[config.mk]
export PLATFORM = sky130hd
export DESIGN_NAME = mole_pos_sequencer
export DESIGN_NICKNAME = d
export VERILOG_FILES = /design/src/rtl/mole_pkg.sv /design/src/rtl/mole_pos_sequencer_lfsr.sv /design/src/rtl/mole_pos_sequencer.sv
export SDC_FILE = /design/constraint.sdc
export NUM_CORES = 1
export LEC_CHECK = 0
export CORE_UTILIZATION = 53
export DETAILED_ROUTE_END_ITERATION = 16
export GPL_ROUTABILITY_DRIVEN = 0
export PLACE_DENSITY = 0.86
export SYNTH_ARGS = -nofsm -noshare
export SYNTH_HDL_FRONTEND = slang
export SYNTH_SLANG_ARGS = --single-unit
export TNS_END_PERCENT = 50
[constraint.sdc]
create_clock -name clk -period 2.9 [get_ports clk]
set_clock_uncertainty 0.2 [all_clocks]
set_input_delay 0.725 -clock clk [delete_from_list [all_inputs] [get_ports clk]]
set_output_delay 0.725 -clock clk [all_outputs]
set_load 0.1 [all_outputs]
[src/rtl/mole_pkg.sv]
// Shared types and default constants for the mole position sequencer.
package mole_pkg;

  typedef enum logic [1:0] {
    MODE_FWD     = 2'd0,
    MODE_REV     = 2'd1,
    MODE_RAND    = 2'd2,
    MODE_RAND_NR = 2'd3
  } mode_e;

  typedef enum logic {
    ST_IDLE,
    ST_GEN
  } state_e;

  localparam logic [7:0] DEFAULT_TAPS = 8'hB8;
  localparam logic [7:0] DEFAULT_SEED = 8'h01;

endpackage

[src/rtl/mole_pos_sequencer_lfsr.sv]
// Galois LFSR with synchronous reset, load (zero seed replaced by SEED) and step.
module mole_lfsr
  import mole_pkg::*;
#(
  parameter int unsigned      WIDTH = 8,
  parameter logic [WIDTH-1:0] TAPS  = WIDTH'(DEFAULT_TAPS),
  parameter logic [WIDTH-1:0] SEED  = WIDTH'(DEFAULT_SEED),
  parameter int unsigned      OUT_W = WIDTH
) (
  input  logic             clk,
  input  logic             rst,
  input  logic             step,
  input  logic             load,
  input  logic [WIDTH-1:0] load_val,
  output logic [OUT_W-1:0] value
);

  logic [WIDTH-1:0] lfsr_q;

  always_ff @(posedge clk) begin
    if (rst) begin
      lfsr_q <= SEED;
    end else if (load) begin
      // An all-zero state would lock the register, so substitute the reset seed.
      lfsr_q <= (load_val == '0) ? SEED : load_val;
    end else if (step) begin
      lfsr_q <= (lfsr_q >> 1) ^ (lfsr_q[0] ? TAPS : '0);
    end
  end

  assign value = lfsr_q[OUT_W-1:0];

endmodule

[src/rtl/mole_pos_sequencer.sv]
// Next-mole-position generator: walk or LFSR-random modes with bounded retries.
// Optional MOLE_LAST2_EN: no-repeat mode also avoids the position before last.
module mole_pos_sequencer
  import mole_pkg::*;
#(
  parameter int unsigned      NUM_HOLES = 8,
  parameter int unsigned      WIDTH     = 8,
  parameter logic [WIDTH-1:0] TAPS      = WIDTH'(DEFAULT_TAPS),
  parameter logic [WIDTH-1:0] SEED      = WIDTH'(DEFAULT_SEED),
  parameter int unsigned      MAX_TRIES = 16,
  parameter int unsigned      CNT_W     = 8,
  localparam int unsigned     POS_W     = ($clog2(NUM_HOLES) > 1) ? $clog2(NUM_HOLES) : 1
) (
  input  logic             clk,
  input  logic             rst,
  input  logic             req,
  input  logic [1:0]       mode,
  input  logic             seed_load,
  input  logic [WIDTH-1:0] seed,
  output logic [POS_W-1:0] pos,
  output logic             valid,
  output logic             busy,
  output logic             fallback,
  output logic [CNT_W-1:0] round_cnt
);

  localparam int unsigned      TRY_W     = ($clog2(MAX_TRIES + 1) > 1) ? $clog2(MAX_TRIES + 1) : 1;
  localparam logic [POS_W-1:0] LAST_HOLE = POS_W'(NUM_HOLES - 1);
  localparam logic [POS_W:0]   HOLES_EXT = (POS_W + 1)'(NUM_HOLES);

  state_e           state_q, state_d;
  mode_e            mode_q, mode_d;
  logic [TRY_W-1:0] tries_q, tries_d;
  logic [POS_W-1:0] pos_q, pos_d;
  logic             valid_q, valid_d;
  logic             fallback_q, fallback_d;
  logic [CNT_W-1:0] cnt_q, cnt_d;
  logic [POS_W-1:0] cand, fwd, fwd2, rev, fb_pos;
  logic             lfsr_step, cand_ok, emit;

`ifdef MOLE_LAST2_EN
  logic [POS_W-1:0] prev_pos_q, prev_pos_d;
  if (NUM_HOLES < 3) begin : g_holes_check
    $error("MOLE_LAST2_EN requires NUM_HOLES >= 3");
  end
`endif

  mole_lfsr #(
    .WIDTH (WIDTH),
    .TAPS  (TAPS),
    .SEED  (SEED),
    .OUT_W (POS_W)
  ) u_lfsr (
    .clk      (clk),
    .rst      (rst),
    .step     (lfsr_step),
    .load     (seed_load),
    .load_val (seed),
    .value    (cand)
  );

  assign fwd  = (pos_q == LAST_HOLE) ? '0 : pos_q + POS_W'(1);
  assign fwd2 = (fwd == LAST_HOLE) ? '0 : fwd + POS_W'(1);
  assign rev  = (pos_q == '0) ? LAST_HOLE : pos_q - POS_W'(1);

  always_comb begin
    cand_ok = ({1'b0, cand} < HOLES_EXT);
    fb_pos  = fwd;
    if (mode_q == MODE_RAND_NR) begin
      cand_ok = cand_ok && (cand != pos_q);
`ifdef MOLE_LAST2_EN
      cand_ok = cand_ok && (cand != prev_pos_q);
      // Two steps always clear both pos and prev_pos when NUM_HOLES >= 3.
      if (fwd == prev_pos_q) fb_pos = fwd2;
`endif
    end
  end

  always_ff @(posedge clk) begin
    if (rst) state_q <= ST_IDLE;
    else     state_q <= state_d;
  end

  always_comb begin
    state_d    = state_q;
    mode_d     = mode_q;
    tries_d    = tries_q;
    pos_d      = pos_q;
    valid_d    = 1'b0;
    fallback_d = fallback_q;
    cnt_d      = cnt_q;
    lfsr_step  = 1'b0;
    emit       = 1'b0;
`ifdef MOLE_LAST2_EN
    prev_pos_d = prev_pos_q;
`endif
    if (seed_load) begin
      state_d = ST_IDLE;
    end else begin
      unique case (state_q)
        ST_IDLE: begin
          if (req) begin
            state_d    = ST_GEN;
            mode_d     = mode_e'(mode);
            tries_d    = '0;
            fallback_d = 1'b0;
          end
        end
        ST_GEN: begin
          if (mode_q inside {MODE_RAND, MODE_RAND_NR} && tries_q == TRY_W'(MAX_TRIES)) begin
            pos_d      = fb_pos;
            fallback_d = 1'b1;
            emit       = 1'b1;
          end else begin
            unique case (mode_q)
              MODE_FWD: begin pos_d = fwd; emit = 1'b1; end
              MODE_REV: begin pos_d = rev; emit = 1'b1; end
              default: begin
                lfsr_step = 1'b1;
                if (cand_ok) begin
                  pos_d = cand;
                  emit  = 1'b1;
                end else begin
                  tries_d = tries_q + TRY_W'(1);
                end
              end
            endcase
          end
          if (emit) begin
            state_d = ST_IDLE;
            valid_d = 1'b1;
            cnt_d   = cnt_q + CNT_W'(1);
`ifdef MOLE_LAST2_EN
            prev_pos_d = pos_q;
`endif
          end
        end
        default: state_d = ST_IDLE;
      endcase
    end
  end

  always_ff @(posedge clk) begin
    if (rst) begin
      mode_q     <= MODE_FWD;
      tries_q    <= '0;
      pos_q      <= '0;
      valid_q    <= 1'b0;
      fallback_q <= 1'b0;
      cnt_q      <= '0;
`ifdef MOLE_LAST2_EN
      prev_pos_q <= '0;
`endif
    end else begin
      mode_q     <= mode_d;
      tries_q    <= tries_d;
      pos_q      <= pos_d;
      valid_q    <= valid_d;
      fallback_q <= fallback_d;
      cnt_q      <= cnt_d;
`ifdef MOLE_LAST2_EN
      prev_pos_q <= prev_pos_d;
`endif
    end
  end

  always_comb begin
    busy      = (state_q == ST_GEN);
    pos       = pos_q;
    valid     = valid_q;
    fallback  = fallback_q;
    round_cnt = cnt_q;
  end

endmodule
## After elaboration in Yosys (flattened, before gate mapping)

Index checks and enable logic that the tools add are counted.

| word-level totals | value |
|---|---|
| bits in registers | 29 |
| latch bits | 0 |
| memory bits (writable) | 0 |
| ROM bits | 0 |
| input port bits | 14 |
| output and inout bits | 14 |
| logic and storage cells | 72 |
| memories | 0 |

| cells by class | value |
|---|---|
| add/subtract/negate cells | 4 |
| multiply operators | 0 |
| divide/modulo/power cells | 0 |
| order comparisons | 0 |
| eq/ne operators | 11 |
| shift operators | 0 |
| muxes and demuxes | 31 |
| bitwise logic cells | 3 |
| reductions and logical operators | 15 |

Operators with widths:

| operator | number |
|---|---|
| $mux 8 | 4 |
| $mux 5 | 4 |
| $mux 1 | 15 |
| $mux 3 | 4 |
| $reduce_and 3->1 | 4 |
| $pmux 5 s2 | 1 |
| $add 8x1->8 const B | 1 |
| $logic_not 8->1 | 1 |
| $ne 2x2->1 const B | 4 |
| $xor 7x8->8 | 1 |
| $pmux 3 s2 | 1 |
| $add 5x1->5 const B | 1 |
| $eq 5x5->1 const B | 1 |
| $reduce_and 5->1 | 1 |
| $eq 2x2->1 const B | 2 |
| $pmux 1 s2 | 2 |
| $reduce_bool 2->1 | 2 |
| $reduce_bool 4->1 | 1 |
| $reduce_or 2->1 | 2 |
| $add 3x1->3 const B | 1 |
| $eq 3x3->1 const B | 1 |
| $logic_not 3->1 | 1 |
| $ne 3x3->1 | 1 |
| $reduce_or 3->1 | 1 |
| 6 further kinds | 7 |

## Depth between registers and ports, before layout

| logic depth | value |
|---|---|
| depth after elaboration | 9 |
| gate-level depth with buffers | 7 |
| depth with buffers taken out | 6 |

## Modules after synthesis

Synthesis repeated with hierarchy kept, for this count alone.

| unflattened totals | value |
|---|---|
| cells, all modules | 186 |
| area, all modules | 1621.6 sq um |

By module, submodules not included:

| module | instances | cells each | area each (sq um) |
|---|---|---|---|
| mole_pos_sequencer | 1 | 138 | 1192.4 |
| mole_lfsr | 1 | 48 | 429.2 |

## Worst setup path before layout

OpenSTA, ideal clock, no wires.

| path | value |
|---|---|
| path kind | register -> register |
| start point | reg pos_q[2] (netlist: pos[2]) |
| end point | reg pos_q[0] (netlist: pos[0]) |
| data arrival time | 2499 ps |
| required time | 2579 ps |
| setup slack | 81 ps |
| stages on the path, launching flop included | 6 |
| path buffers | 1 |
| clock period less this slack | 2819 ps |
| path through | dfxtp_1 > xor2_1 > or4_1 > buf_2 > o21ai_0 > mux2_2 |

| between the ends | value |
|---|---|
| cells in the longest elaborated chain, start to end | 4 |
| elaborated cells between the ends (all ways) | 10 |
| those cells by class | eq/ne: 2; mux: 5; reduce/logical: 3 |

RTL lines:

| element | RTL line | text |
|---|---|---|
| start, declared | mole_pos_sequencer.sv:34 | `logic [POS_W-1:0] pos_q, pos_d;` |
| start signal, assigned | mole_pos_sequencer.sv:157 | `pos_q <= pos_d;` |
| $eq 3x3->1, or another cell as far along | mole_pos_sequencer.sv:62 | `assign fwd = (pos_q == LAST_HOLE) ? '0 : pos_q + POS_W'(1);` |
| $mux 3, or another cell as far along | mole_pos_sequencer.sv:62 |  |
| $pmux 3 s2 or $reduce_bool 4->1 (tied branches) | -- |  |
| $mux 3 or $reduce_and 3->1 (tied branches) | -- |  |

Parallel ways exist; a longest one is shown, timed or not.
A chain may end at the register's enable or synchronous reset.

## Worst setup path after layout

| path | value |
|---|---|
| start point | reg pos_q[2] (netlist: pos[2]) |
| end point | reg tries_q[3] |

| between the ends | value |
|---|---|
| cells in the longest elaborated chain, start to end | 4 |

RTL lines:

| element | RTL line | text |
|---|---|---|
| $ne 3x3->1 | mole_pos_sequencer.sv:70 | `cand_ok = cand_ok && (cand != pos_q);` |
| $mux 1 | mole_pos_sequencer.sv:69 | `if (mode_q == MODE_RAND_NR) begin` |
| $ne 2x2->1 (no line) | -- |  |
| $reduce_and 5->1 (no line) | -- |  |
| end signal, assigned | mole_pos_sequencer.sv:156 | `tries_q <= tries_d;` |
| end, declared | mole_pos_sequencer.sv:33 | `logic [TRY_W-1:0] tries_q, tries_d;` |

No other way between the ends.

==> Implementation_results.wiki <==
{| class="wikitable"
! Metric !! Value
|-
| End of the worst register-to-register path || tries_q[3]
|-
| Remaining design rule violation count || 0
|-
| Sequential standard cell area || 580.6 sq um
|-
| Vias after detailed routing || 1,566
|-
| Die Footprint || 3405 sq um
|-
| Count of TritonRoute iterations in the first routing pass || 4
|-
| Time the final worst path needs with I/O delays and setup || 2347 ps
|-
| Sequential area share after synthesis || 0.3450
|-
| Number of global-route vias before repair || 1,422
|-
| Number of cells upsized or downsized after cts || 0
|-
| Clock H-tree levels || 2
|-
| Number of standard cells in the layout, taps in and fillers out || 272
|-
| MaxCap Viol Count || 0
|-
| Top post-synthesis cells by area || dfxtp_1 34%, mux2i_1 5.9%, ha_1 5.2%, mux2_2 4.7%, nand3_1 4.2%
|-
| Share of final-layout standard cells stronger than drive strength 1 || 0.1535
|-
| Core box area || 3028 sq um
|-
| CP Launch Type || flop
|-
| Most common flop cell mapped by yosys || dfxtp_1
|-
| Diode insertion count for antenna repair || 0
|-
| Remaining max-slew budget at the tightest pin || 0.6437
|-
| Number of port buffers || 27
|-
| Logic depth of the worst path, buffers included || 4
|-
| Final setup vio count || 0
|-
| Post-synth design cell area || 1683 sq um
|-
| Number of distinct library cells after synthesis || 41
|-
| Min-Delay Startpoint || mode_q[0]
|-
| Run status || finished, final reports clean
|-
| Synthesized Nets || 220
|-
| Initial antenna violation count || 0
|-
| Cell area power density || 379.8 nW/um^2
|-
| Sink of the worst hold path || mode_q[0]
|-
| Leakage || 0.7551 nW
|-
| Sink Count || 29
|-
| Area of the multi-input gates || 1021 sq um
|-
| DP Wirelength || 2560 um
|-
| Number of storage elements in the synthesis netlist || 29
|-
| Async set-or-reset flop fraction in the synthesized netlist || 0
|-
| Count of yosys warnings during synthesis || 0
|-
| Most numerous cell types in the synthesized netlist || 29 x dfxtp_1, 17 x nor2_1, 14 x nand2_1, 14 x nand3_1, 10 x mux2i_1
|-
| Wire length of the first global-routing pass || 6120 um
|-
| RSZ-0062 raised after global routing || no
|-
| Data arrival time of the critical path || 2410 ps
|-
| Number of DRC violations after detailed-routing iteration 0 || 90
|-
| DRT Wirelength || 3756 um
|-
| Critical path class || reg -> reg
|-
| Largest net degree at the start of global routing || 43
|-
| Number of instances on the worst hold path || 2
|-
| Register-to-register path setup slack || 550 ps
|-
| Maximum frequency from static timing analysis || 0.4260 GHz
|-
| Final Net Count || 249
|-
| Total negative slack || 0 ps
|-
| Via density || 5.757
|-
| Post-synth top area share || 0.3450
|-
| CTS Buffer Depth || 2
|-
| Count of pins on the block boundary || 28
|-
| CTS hold repair buffers || 0
|-
| Chip height || 58.35 um
|-
| Number of flops mapped to enable cells by yosys || 0
|-
| Synth-to-layout area growth || 20.89%
|-
| Mapped Avg Cell Area || 8.457 sq um
|-
| Number of buffers inserted during clock tree synthesis || 5
|-
| Cell with the biggest individual delay on the critical path || or4_1
|-
| Share of the cycle needed by the critical path after routing || 0.8094
|-
| Classification of the worst-slack hold path || reg -> reg
|-
| Rows || 20
|-
| Crit Path Max Fanout || 9
|-
| Placed cell count || 265
|-
| Depth of the most critical reg-to-reg path || 4
|-
| Skew-Pair Late Insertion Delay || 340 ps
|-
| Most repeated cell in the gate-level netlist after synthesis || dfxtp_1
|-
| Biggest cell delay along the critical path || 700 ps
|-
| Hold Violations, Final || 0
|-
| Worst Path Required || 2970 ps
|-
| Crit end category || flop
|-
| Global router's overall resource usage || 0.2389
|-
| Clock transition time at the flip-flop clock pins of the worst setup and hold paths || 90 ps
|-
| Cell taking the most area after synthesis || dfxtp_1
|-
| Final Max Tran Viols || 0
|-
| Effective utilization at floorplan || 0.5558
|-
| CP cell instances || xor2_1 > or4_1 > or4_1 > a31oi_1
|-
| Width of the die || 58.35 um
|-
| Combined buffer and inverter count along the critical path || 0
|-
| Top delay family on crit path || simple AND/OR/NAND/NOR gates
|-
| Filler cell count in the final layout || 255
|-
| CP dominant cell by count || or4_1
|-
| Synthesized instance count || 199
|-
| Startpoint of the most critical register-to-register path || pos[2]
|-
| Count of nets left with antenna violations after detail routing || 0
|-
| Worst slew pin tran || 530.4 ps
|-
| Clk Tree Root Cell || clkbuf_4
|-
| Post-detailed-route wirelength per cell || 13.81 um
|-
| Overflow left after global routing || 0
|-
| TritonCTS clock tree || built
|-
| Post-CTS setup repair buffer count || 0
|-
| Worst vdd ir || 0.0002449 V
|}
## sequential cells by signal (all words and copies together) (netlist names)
name	cells
u_lfsr.lfsr_q	8
pos	3
mode_q	2
busy	1
tries_q	5
round_cnt	8
valid	1
fallback	1
## metal layers
layer  up-vias  GRT usage  wire length, um
li1        783          -                -
met1       730     0.2909             1736
met2        46     0.3908             1777
met3         7    0.05714              176
met4         0     0.1293               64
met5         -          0                0
## metrics by stage
stage	hold WS [ps]	utilization	area, sq um	setup WS, ps	power (mW)
floorplan	250.0	-	1683	80.64	0.4933
global placement	265.2	0.6537	1979	308.8	0.5291
detailed placement	299.1	0.6537	1979	322.7	0.5310
CTS	310.6	0.6719	2034	588.5	0.7786
global route	354.2	0.6719	2034	409.3	0.8076
finish	312.3	0.6719	2034	552.7	0.7727
## kinds of logic after synthesis
| group | Yosys count | share of synthesized area |
|---|---|---|
| compound gates | 42 | 0.1688 |
| xor+xnor | 6 | 0.03123 |
| fa+ha+maj | 7 | 0.05204 |
| buf+inv | 19 | 0.04833 |
| flops | 29 | 0.3450 |
| mux | 17 | 0.1063 |
| simple gates | 79 | 0.2483 |
## tightest hold or removal path: cells and delay by family (launching register included)
family | cells | cell delay (ps)
simple gates | 1 | 60
flops | 1 | 340
compound gates | 1 | 60
## where the power goes
group | leakage, nW | internal [mW] | switching, mW
logic | 0.488 | 0.0454 | 0.0555
registers | 0.236 | 0.409 | 0.0134
clock network | 0.0314 | 0.114 | 0.136
## cell usage in the layout (no fill, tap or decap), types with 8 or more instances in the layout
cell type,instances
a21oi_1,8
buf_4,19
clkdlybuf4s50_1,13
dfxtp_1,29
inv_1,8
mux2i_1,10
nand2_1,14
nand3_1,14
nor2_1,17
nor2b_1,8
## worst max-delay path by stage
stage / endpoint / from / slack [ps]
final: tries_q[3] / pos[2] / 550
after global routing: round_cnt[7] / tries_q[0] / 410
after CTS: tries_q[3] / u_lfsr.lfsr_q[0] / 590
after detailed placement: round_cnt[7] / seed_load / 320
after global placement: round_cnt[7] / seed_load / 310
after floorplan: pos[0] / pos[2] / 80
## layout make-up
| cell class | count | area share |
|---|---|---|
| Clock buffer | 7 | 0.02706 |
| Inverter | 8 | 0.01476 |
| Multi-Input combinational cell | 151 | 0.5018 |
| Sequential cell | 29 | 0.2854 |
| Tap cell | 44 | 0.02706 |
| Timing Repair Buffer | 33 | 0.1439 |
Power figures use the tool's default switching activity.
